===== config.mk =====
export PLATFORM = sky130hd
export DESIGN_NAME = booth_weight_feeder
export DESIGN_NICKNAME = d
export VERILOG_FILES = /design/src/rtl/booth_weight_feeder.sv
export SDC_FILE = /design/constraint.sdc
export NUM_CORES = 1
export LEC_CHECK = 0
export BUFFER_PORTS_ARGS = -buffer_cell sky130_fd_sc_hd__buf_2
export CELL_PAD_IN_SITES_DETAIL_PLACEMENT = 0
export CELL_PAD_IN_SITES_GLOBAL_PLACEMENT = 1
export CORE_MARGIN = 2
export CORE_UTILIZATION = 40
export CTS_BUF_LIST = sky130_fd_sc_hd__clkbuf_4
export DETAILED_ROUTE_END_ITERATION = 7
export PLACE_DENSITY_LB_ADDON = 0.1
export SETUP_SLACK_MARGIN = 0.2
export SLEW_MARGIN = 20
export SYNTH_ARGS = -nofsm -noshare
export SYNTH_HDL_FRONTEND = slang
export SYNTH_SLANG_ARGS = --single-unit

===== constraint.sdc =====
create_clock -name clk -period 2.21 [get_ports clk]
set_clock_uncertainty 0.15 [all_clocks]
set_input_delay 0.221 -clock clk [delete_from_list [all_inputs] [get_ports clk]]
set_output_delay 0.221 -clock clk [all_outputs]
set_load 0.05 [all_outputs]

===== src/rtl/booth_weight_feeder.sv =====
// Radix-4 Booth weight encoder and activation streamer feeding stage 0 of a multiplier chain.
// Optional macro BOOTH_REV_SAT_EN: saturate the negation of the most-negative activation.
module booth_weight_feeder #(
    parameter int INPUT_WIDTH    = 8,
    parameter int NUM_CODE_WIDTH = 5,
    parameter int MATRIX_SIZE    = 3,
    parameter int NUM_DIGITS     = INPUT_WIDTH / 2
) (
    input  logic                                 clk,
    input  logic                                 reset_n,
    input  logic                                 w_valid,
    input  logic signed [INPUT_WIDTH-1:0]        w_data,
    output logic                                 w_ready,
    input  logic                                 a_valid,
    input  logic signed [INPUT_WIDTH-1:0]        a_data,
    output logic                                 a_ready,
    output logic [NUM_DIGITS*NUM_CODE_WIDTH-1:0] num_code,
    output logic signed [INPUT_WIDTH-1:0]        q_out,
    output logic signed [INPUT_WIDTH-1:0]        q_rev_out,
    output logic                                 q_valid,
    output logic [$clog2(2*NUM_DIGITS+1)-1:0]    drain_len,
    output logic                                 busy,
    output logic                                 done
);

    localparam int DLW = $clog2(2*NUM_DIGITS+1);
    localparam int CW  = (MATRIX_SIZE > 1) ? $clog2(MATRIX_SIZE) : 1;
    localparam logic [CW-1:0] LAST_ACT = CW'(MATRIX_SIZE - 1);

    localparam logic [NUM_CODE_WIDTH-1:0] CODE_ZERO = 5'b10000;
    localparam logic [NUM_CODE_WIDTH-1:0] CODE_P1   = 5'b00010;
    localparam logic [NUM_CODE_WIDTH-1:0] CODE_P2   = 5'b01000;
    localparam logic [NUM_CODE_WIDTH-1:0] CODE_M2   = 5'b00100;
    localparam logic [NUM_CODE_WIDTH-1:0] CODE_M1   = 5'b00001;

    typedef enum logic [1:0] {IDLE, STREAM, DRAIN} state_t;

    state_t                                state;
    logic [CW-1:0]                         a_cnt;
    logic [DLW-1:0]                        d_cnt;
    logic [INPUT_WIDTH:0]                  w_ext;
    logic [NUM_CODE_WIDTH-1:0]             dcode;
    logic [DLW-1:0]                        nz_cnt;
    logic [NUM_DIGITS*NUM_CODE_WIDTH-1:0]  code_next;
    logic [DLW-1:0]                        drain_next;
    logic signed [INPUT_WIDTH-1:0]         rev_next;

    // w_ext carries the implicit w[-1]=0 so digit i reads w_ext[2i +: 3]
    always_comb begin
        w_ext     = {w_data, 1'b0};
        code_next = '0;
        nz_cnt    = '0;
        dcode     = CODE_ZERO;
        for (int unsigned i = 0; i < NUM_DIGITS; i++) begin
            case (w_ext[2*i +: 3])
                3'b001, 3'b010: dcode = CODE_P1;
                3'b011:         dcode = CODE_P2;
                3'b100:         dcode = CODE_M2;
                3'b101, 3'b110: dcode = CODE_M1;
                default:        dcode = CODE_ZERO;
            endcase
            if (dcode != CODE_ZERO) nz_cnt = nz_cnt + DLW'(1);
            code_next[(NUM_DIGITS-1-i)*NUM_CODE_WIDTH +: NUM_CODE_WIDTH] = dcode;
        end
        drain_next = nz_cnt << 1;
    end

    always_comb begin
        rev_next = -a_data;
`ifdef BOOTH_REV_SAT_EN
        if (a_data == {1'b1, {(INPUT_WIDTH-1){1'b0}}})
            rev_next = {1'b0, {(INPUT_WIDTH-1){1'b1}}};
`endif
    end

    always_ff @(posedge clk or negedge reset_n) begin
        if (!reset_n) begin
            state     <= IDLE;
            num_code  <= {NUM_DIGITS{CODE_ZERO}};
            q_out     <= '0;
            q_rev_out <= '0;
            q_valid   <= 1'b0;
            drain_len <= '0;
            busy      <= 1'b0;
            done      <= 1'b0;
            w_ready   <= 1'b1;
            a_ready   <= 1'b0;
            a_cnt     <= '0;
            d_cnt     <= '0;
        end else begin
            q_out     <= '0;
            q_rev_out <= '0;
            q_valid   <= 1'b0;
            done      <= 1'b0;
            case (state)
                IDLE: begin
                    if (w_valid && w_ready) begin
                        num_code  <= code_next;
                        drain_len <= drain_next;
                        a_cnt     <= '0;
                        busy      <= 1'b1;
                        w_ready   <= 1'b0;
                        a_ready   <= 1'b1;
                        state     <= STREAM;
                    end
                end
                STREAM: begin
                    if (a_valid && a_ready) begin
                        q_out     <= a_data;
                        q_rev_out <= rev_next;
                        q_valid   <= 1'b1;
                        if (a_cnt == LAST_ACT) begin
                            a_ready <= 1'b0;
                            d_cnt   <= drain_len;
                            state   <= DRAIN;
                        end else begin
                            a_cnt <= a_cnt + CW'(1);
                        end
                    end
                end
                DRAIN: begin
                    // counts 0 and 1 both end here, so a zero weight still drains one cycle
                    if (d_cnt <= DLW'(1)) begin
                        done    <= 1'b1;
                        busy    <= 1'b0;
                        w_ready <= 1'b1;
                        state   <= IDLE;
                    end else begin
                        d_cnt <= d_cnt - DLW'(1);
                    end
                end
                default: state <= IDLE;
            endcase
        end
    end

endmodule


Yosys cells after proc, flatten, opt, wreduce, memory -nomap -nowiden
Index checks and enable logic that the tools add are counted.
Storage, ports and cells
  input bits: 20
  register bits after elaboration: 52
Cells by class
  muxes and demuxes: 38
  $lt $le $gt $ge: 1
  equality and inequality tests: 34
  add/sub/neg operators: 6
  reductions and logical operators: 18
Operators with widths (count)
  one-hot mux 5 bit (4 select lines): 3
  two-way mux 8 bit: 4
  equality test 3 bit, second input constant: 9
  inequality test 5 bit, second input constant: 4
  equality test 3 x 2 -> 1 bit, second input constant: 6
  AND reduction 4 bit: 4
  one-hot mux 5 bit (3 select lines): 1
  two-way mux 2 bit: 7
  two-way mux 4 bit: 3
  inequality test 2 bit, second input constant: 6
  OR reduction 2 bit: 6
  two-way mux 1 bit: 11
  equality test 3 x 1 -> 1 bit, second input constant: 3
  two-way mux 3 bit: 3
  equality test 2 bit, second input constant: 4
  negation 8 bit: 1
  one-hot mux 4 bit (2 select lines): 1
  adder 3 x 1 -> 3 bit, second input constant: 2
  one-hot mux 1 bit (2 select lines): 3
  one-hot mux 2 bit (3 select lines): 1
  nonzero test 2 bit: 3
  equality test 2 x 1 -> 1 bit, second input constant: 2
  less-or-equal comparator 4 x 1 -> 1 bit, second input constant: 1
  one-hot mux 2 bit (2 select lines): 1
  7 further kinds: 8

Logic depth before layout (Yosys ltp)
  depth after elaboration: 10
  depth in mapped cells: 12
  mapped depth without buffers: 11

Least setup slack after synthesis
OpenSTA, ideal clock, no wires.
  kind: input to register
  start: input port w_data[3]
  end: register drain_len[2]
  library setup time: 118 ps
  path buffers: 1
  data arrival time: 2136 ps
  path slack: -194 ps
  stages on the path: 10
  cell sequence: buf_2 > or3_1 > o21a_1 > inv_1 > ha_1 > or3_1 > nand2_1 > ha_1 > a22o_1 > a21o_1
Between the ends
  longest elaborated chain between the ends: 9
Ends and longest elaborated chain
  start, declared: RTL line 12  | input logic signed [INPUT_WIDTH-1:0] w_data,
  equality test 3 bit, or another cell as far along: RTL line 55  | case (w_ext[2*i +: 3])
  OR reduction 2 bit: RTL line 55
  one-hot mux 5 bit (4 select lines): RTL line 55
  inequality test 5 bit: RTL line 62  | if (dcode != CODE_ZERO) nz_cnt = nz_cnt + DLW'(1);
  two-way mux 3 bit: RTL line 62
  adder 3 x 1 -> 3 bit: RTL line 62
  two-way mux 3 bit (*): RTL line 62
  adder 3 x 1 -> 3 bit: RTL line 62
  two-way mux 3 bit (*): RTL line 62
  end signal, assigned: RTL line 99  | drain_len <= drain_next;
  end, declared: RTL line 21  | output logic [$clog2(2*NUM_DIGITS+1)-1:0] drain_len,
Mark *: on every way between the ends. The rest lies on a longest branch, timed or not.
A chain may end at the register's enable or synchronous reset.

Worst setup path in the final report
  start: input port w_data[5]
  end: register drain_len[2]
Between the ends
  longest elaborated chain between the ends: 7
Ends and longest elaborated chain (RTL line)
  equality test 3 bit, or another cell as far along: 55
  OR reduction 2 bit: 55
  one-hot mux 5 bit (4 select lines): 55
  inequality test 5 bit: 62
  two-way mux 3 bit: 62
  adder 3 x 1 -> 3 bit: 62
  two-way mux 3 bit (*): 62
Marks and branches as above.

==> impl_summary.txt <==
----------------------------------------------------
[Synthesis]
  Register bit total from synthesis ... 50
  Commonest register cell after synthesis ... dfrtp_1
  Share of the yosys chip area belonging to registers ... 0.548
  Number of warning messages in the yosys log ... 0
  XOR/XNOR share of the synthesized area ... 0.0381
  Multiplexer share of the synthesized area ... 0
  Number of distinct library cell variants in the gate-level netlist after synthesis ... 42
  Share of synthesized flip-flops with an asynchronous set or reset ... 1.00
  Post-synthesis compound-gate area fraction ... 0.132
  Mean Syn Cell Area ... 9.98 µm²
  Adder-Cell Fraction of Synth Area ... 0.0381
  Simple-gate share of the synthesized area ... 0.193
  Number of enable-type register cells in the synthesized netlist ... 0
  Post-synthesis cell count ... 230
  Dominant combinational cell family by area after synthesis ... simple AND/OR/NAND/NOR gates
  Synthesized area ... 2300 µm²

[Finish]
  Signed area change from the synthesized netlist to the final layout ... 35.2%
  Fillers ... 533
  Filler-free cell count of the finished design ... ~400
  Proportion of layout cells with a drive suffix above 1 ... 0.343
  Post-route cell area ... 3100 µm²
  Ant diodes ... 0
  Net count reported at finish ... 350
  Fin util ... 0.560

[Floorplanning]
  Width of the die ... between 70 and 80 µm
  Number of ports placed on the die boundary ... 65
  Initial Utilization ... 0.414
  Number of placement rows ... 27
  Core Region ... between 5000 and 6000 µm²
  Die Y-Extent ... 79.8 µm
  Floorplan die area ... 6360 µm²

[Setup path]
  CP peak stage delay ... 0.55 ns
  Kind of cell with the highest combined delay on the critical path ... buffers and inverters
  Crit path buffers/inverters ... 2
  Endpoint kind of the worst setup timing path ... flip-flop
  Startpoint Class ... input port
  Cell-by-cell trace of the critical path ... dlygate4sd3_1 > buf_6 > and3_4 > or3_4 > nand2_2 > ha_1 > a22o_1 > a21o_1
  Max stage delay cell, worst path ... dlygate4sd3_1
  Required @ worst endpoint ... 2.33 ns
  Maximum fanout along the worst path ... 7
  Worst setup path class ... input port to flip-flop
  Worst EP arrival ... 2.10 ns

[STA]
  Final critical-path required period ... 1.97 ns
  Worst-margin pin slew ... between 0.5 and 0.6 ns
  Setup-failing EPs final ... 0
  Worst-case headroom to the max-slew limit ... 0.630
  Worst slack on hold paths ... 0.0230 ns
  Final max-slew violation count ... 0
  Worst setup margin ... 0.237 ns
  Final cycle utilization of the critical path ... 0.893
  Peak clock frequency supported by timing ... between 500 and 600 MHz
  Hold Vio Cnt, Final ... 0
  Setup repair after global routing missed its margin ... false

[Place]
  Half-perimeter wire length after placement ... 3.73 mm
  Post-DP Area ... 2830 µm²
  Placement Setup Slack ... -0.142 ns
  Global placer's final weighted congestion ... 0.769
  Instance count after placement with tap cells included ... 374
  Port Buf Inserts ... 62

[Drt]
  Iteration count of the initial detailed-routing pass ... 4
  Drt total wl ... between 5 and 6 mm
  Number of vias after detailed routing ... 1,914
  Iteration-0 DRC count of the detailed router ... 86
  Wire length per cell ... 12.7 µm
  Residual DRC ... 0
  Via-per-instance ratio ... slightly below 5
  DRT antenna net count ... 0

[Status]
  Run status ... finished clean

[GRT]
  Total routing usage reported by global routing ... 0.174
  First-pass GRT wire length ... 8.61 mm
  Grt total ovfl ... 0
  Number of global-route vias before repair ... 1,915
  Initial antenna violation count ... 0
  Largest net degree at the start of global routing ... 29

[Clocking]
  Total number of clock tree sinks ... 50
  Max Root-Sink Buffers ... 2
  Number of buffers added by the clock tree synthesis step ... 5
  TritonCTS clock tree ... done
  Post-CTS clock slew at the launch and capture registers of the worst setup and hold paths ... 0.14 ns
  Later-pin clock latency in the skew report ... 0.36 ns
  Maximum level of the CTS H-tree ... 2
  Cell chosen for the clock root ... clkbuf_4

[Power and ir drop]
  Pwr Density ... around 530 nW/µm²
  Standby leakage power ... 0.00166 µW
  Maximum vdd drop ... between 0.2 and 0.3 mV

[Hold path]
  Worst hold path type ... input port to flip-flop

[Flow run]
  Number of maximum-capacitance violations ... 0

----------------------------------------------------
-- cells by family after synthesis --
family	after synthesis
fa+ha+maj	7
compound gates	48
flops	50
simple gates	89
buf+inv	25
xor+xnor	10
other cells	1
-- stage by stage --
step	power [µW]	setup TNS, ns
finish	1650	0
CTS	1660	0
detailed placement	1090	-0.214
floorplan	1010	-0.0799
global placement	1090	-0.163
global route	1720	0
-- repair_timing --
item / CTS / global route
gates resized for setup: 0 / 15
endpoints found under the hold margin: 42 / 0
hold buffers: 14 / 0
endpoints found under the setup margin: 0 / 1
buffers inserted: 0 / 0
-- routing by layer --
layer	GRT usage	vias up	routed length, µm
met5	0	-	0
met1	0.225	906	2330
met3	0.0543	6	286
li1	-	963	-
met2	0.282	39	2360
met4	0.0458	0	58
-- cell usage in the layout (no fill, tap or decap), types with 2 or more instances in the layout --
| master | instances |
|---|---|
| buf_2 | 59 |
| inv_1 | 11 |
| a31oi_1 | 2 |
| a21oi_1 | 6 |
| buf_4 | 18 |
| dfstp_2 | 5 |
| inv_2 | 3 |
| xnor2_1 | 5 |
| nand3_1 | 5 |
| and3_1 | 3 |
| dfrtp_1 | 45 |
| clkbuf_4 | 7 |
| o21a_1 | 2 |
| nor3_1 | 4 |
| o31ai_1 | 9 |
| o21ai_1 | 18 |
| dlygate4sd3_1 | 13 |
| and2_1 | 7 |
| nand2_1 | 35 |
| nand2b_1 | 4 |
| and3_4 | 2 |
| conb_1 | 2 |
| buf_6 | 4 |
| xor2_1 | 5 |
| o41ai_1 | 2 |
| ha_1 | 5 |
| or3_4 | 2 |
| a21o_1 | 2 |
| nor2_1 | 16 |
-- synth_stat cells (3+ instances only) --
library cell  number  area [µm²]
nand2_1           36         135
o31ai_1            9        67.6
nor2_1            16        60.1
buf_4              3        22.5
and2_1             7        43.8
and3_1             5        31.3
inv_1             12        45.0
nand2b_1           4        25.0
nand3_1            5        25.0
xor2_1             5        43.8
ha_1               7        87.6
o21ai_1           18        90.1
a21oi_1            6        30.0
dfrtp_1           45        1130
nor3_1             5        25.0
buf_2              7        35.0
dfstp_2            5         131
xnor2_1            5        43.8
-- state kept, by name (all words and copies together), names as in the netlist --
register	count
a_cnt	2
q_rev_out	8
d_cnt	4
busy	1
num_code	19
done	1
q_out	7
drain_len	3
a_ready	1
q_valid	1
w_ready	1
state	2
-- worst paths after layout --
path / from / end / slack (ns) / cells after the start
setup / recovery: w_data[5] / drain_len[2]$_DFFE_PN0P_ / 0.24 / 8
hold / removal: a_data[4] / q_out[4]$_DFF_PN0_ / 0.02 / 2
setup reg to reg: state[0]$_DFFE_PN0P_ / num_code[2]$_DFFE_PN0P_ / 0.53 / 3
hold reg to reg: num_code[9]$_DFFE_PN1P_ / num_code[9]$_DFFE_PN1P_ / 0.32 / 2
max in group asynchronous: reset_n / num_code[14]$_DFFE_PN1P_ / 1.08 / 3
min in group asynchronous: reset_n / num_code[10]$_DFFE_PN0P_ / 0.22 / 2
-- final cells by class --
| cell class | count | area [µm²] | area share |
|---|---|---|---|
| Multi-Input combinational cell | 156 | 982 | 0.317 |
| Clock buffer | 7 | 52.6 | 0.0169 |
| Tap cell | 72 | 90.1 | 0.0290 |
| Timing Repair Buffer | 96 | 638 | 0.206 |
| Clock inverter | 1 | 30.0 | 0.00968 |
| Inverter | 14 | 52.6 | 0.0169 |
| Sequential cell | 50 | 1260 | 0.405 |
-- report_power, final --
part	leakage, µW	total (µW)	internal, µW	switching, µW
combinational	0.000941	186	89.1	96.7
clock	0.0000463	544	265	279
sequential	0.000670	915	915	0
total	0.00166	1650	1270	376
Power figures use the tool's default switching activity.
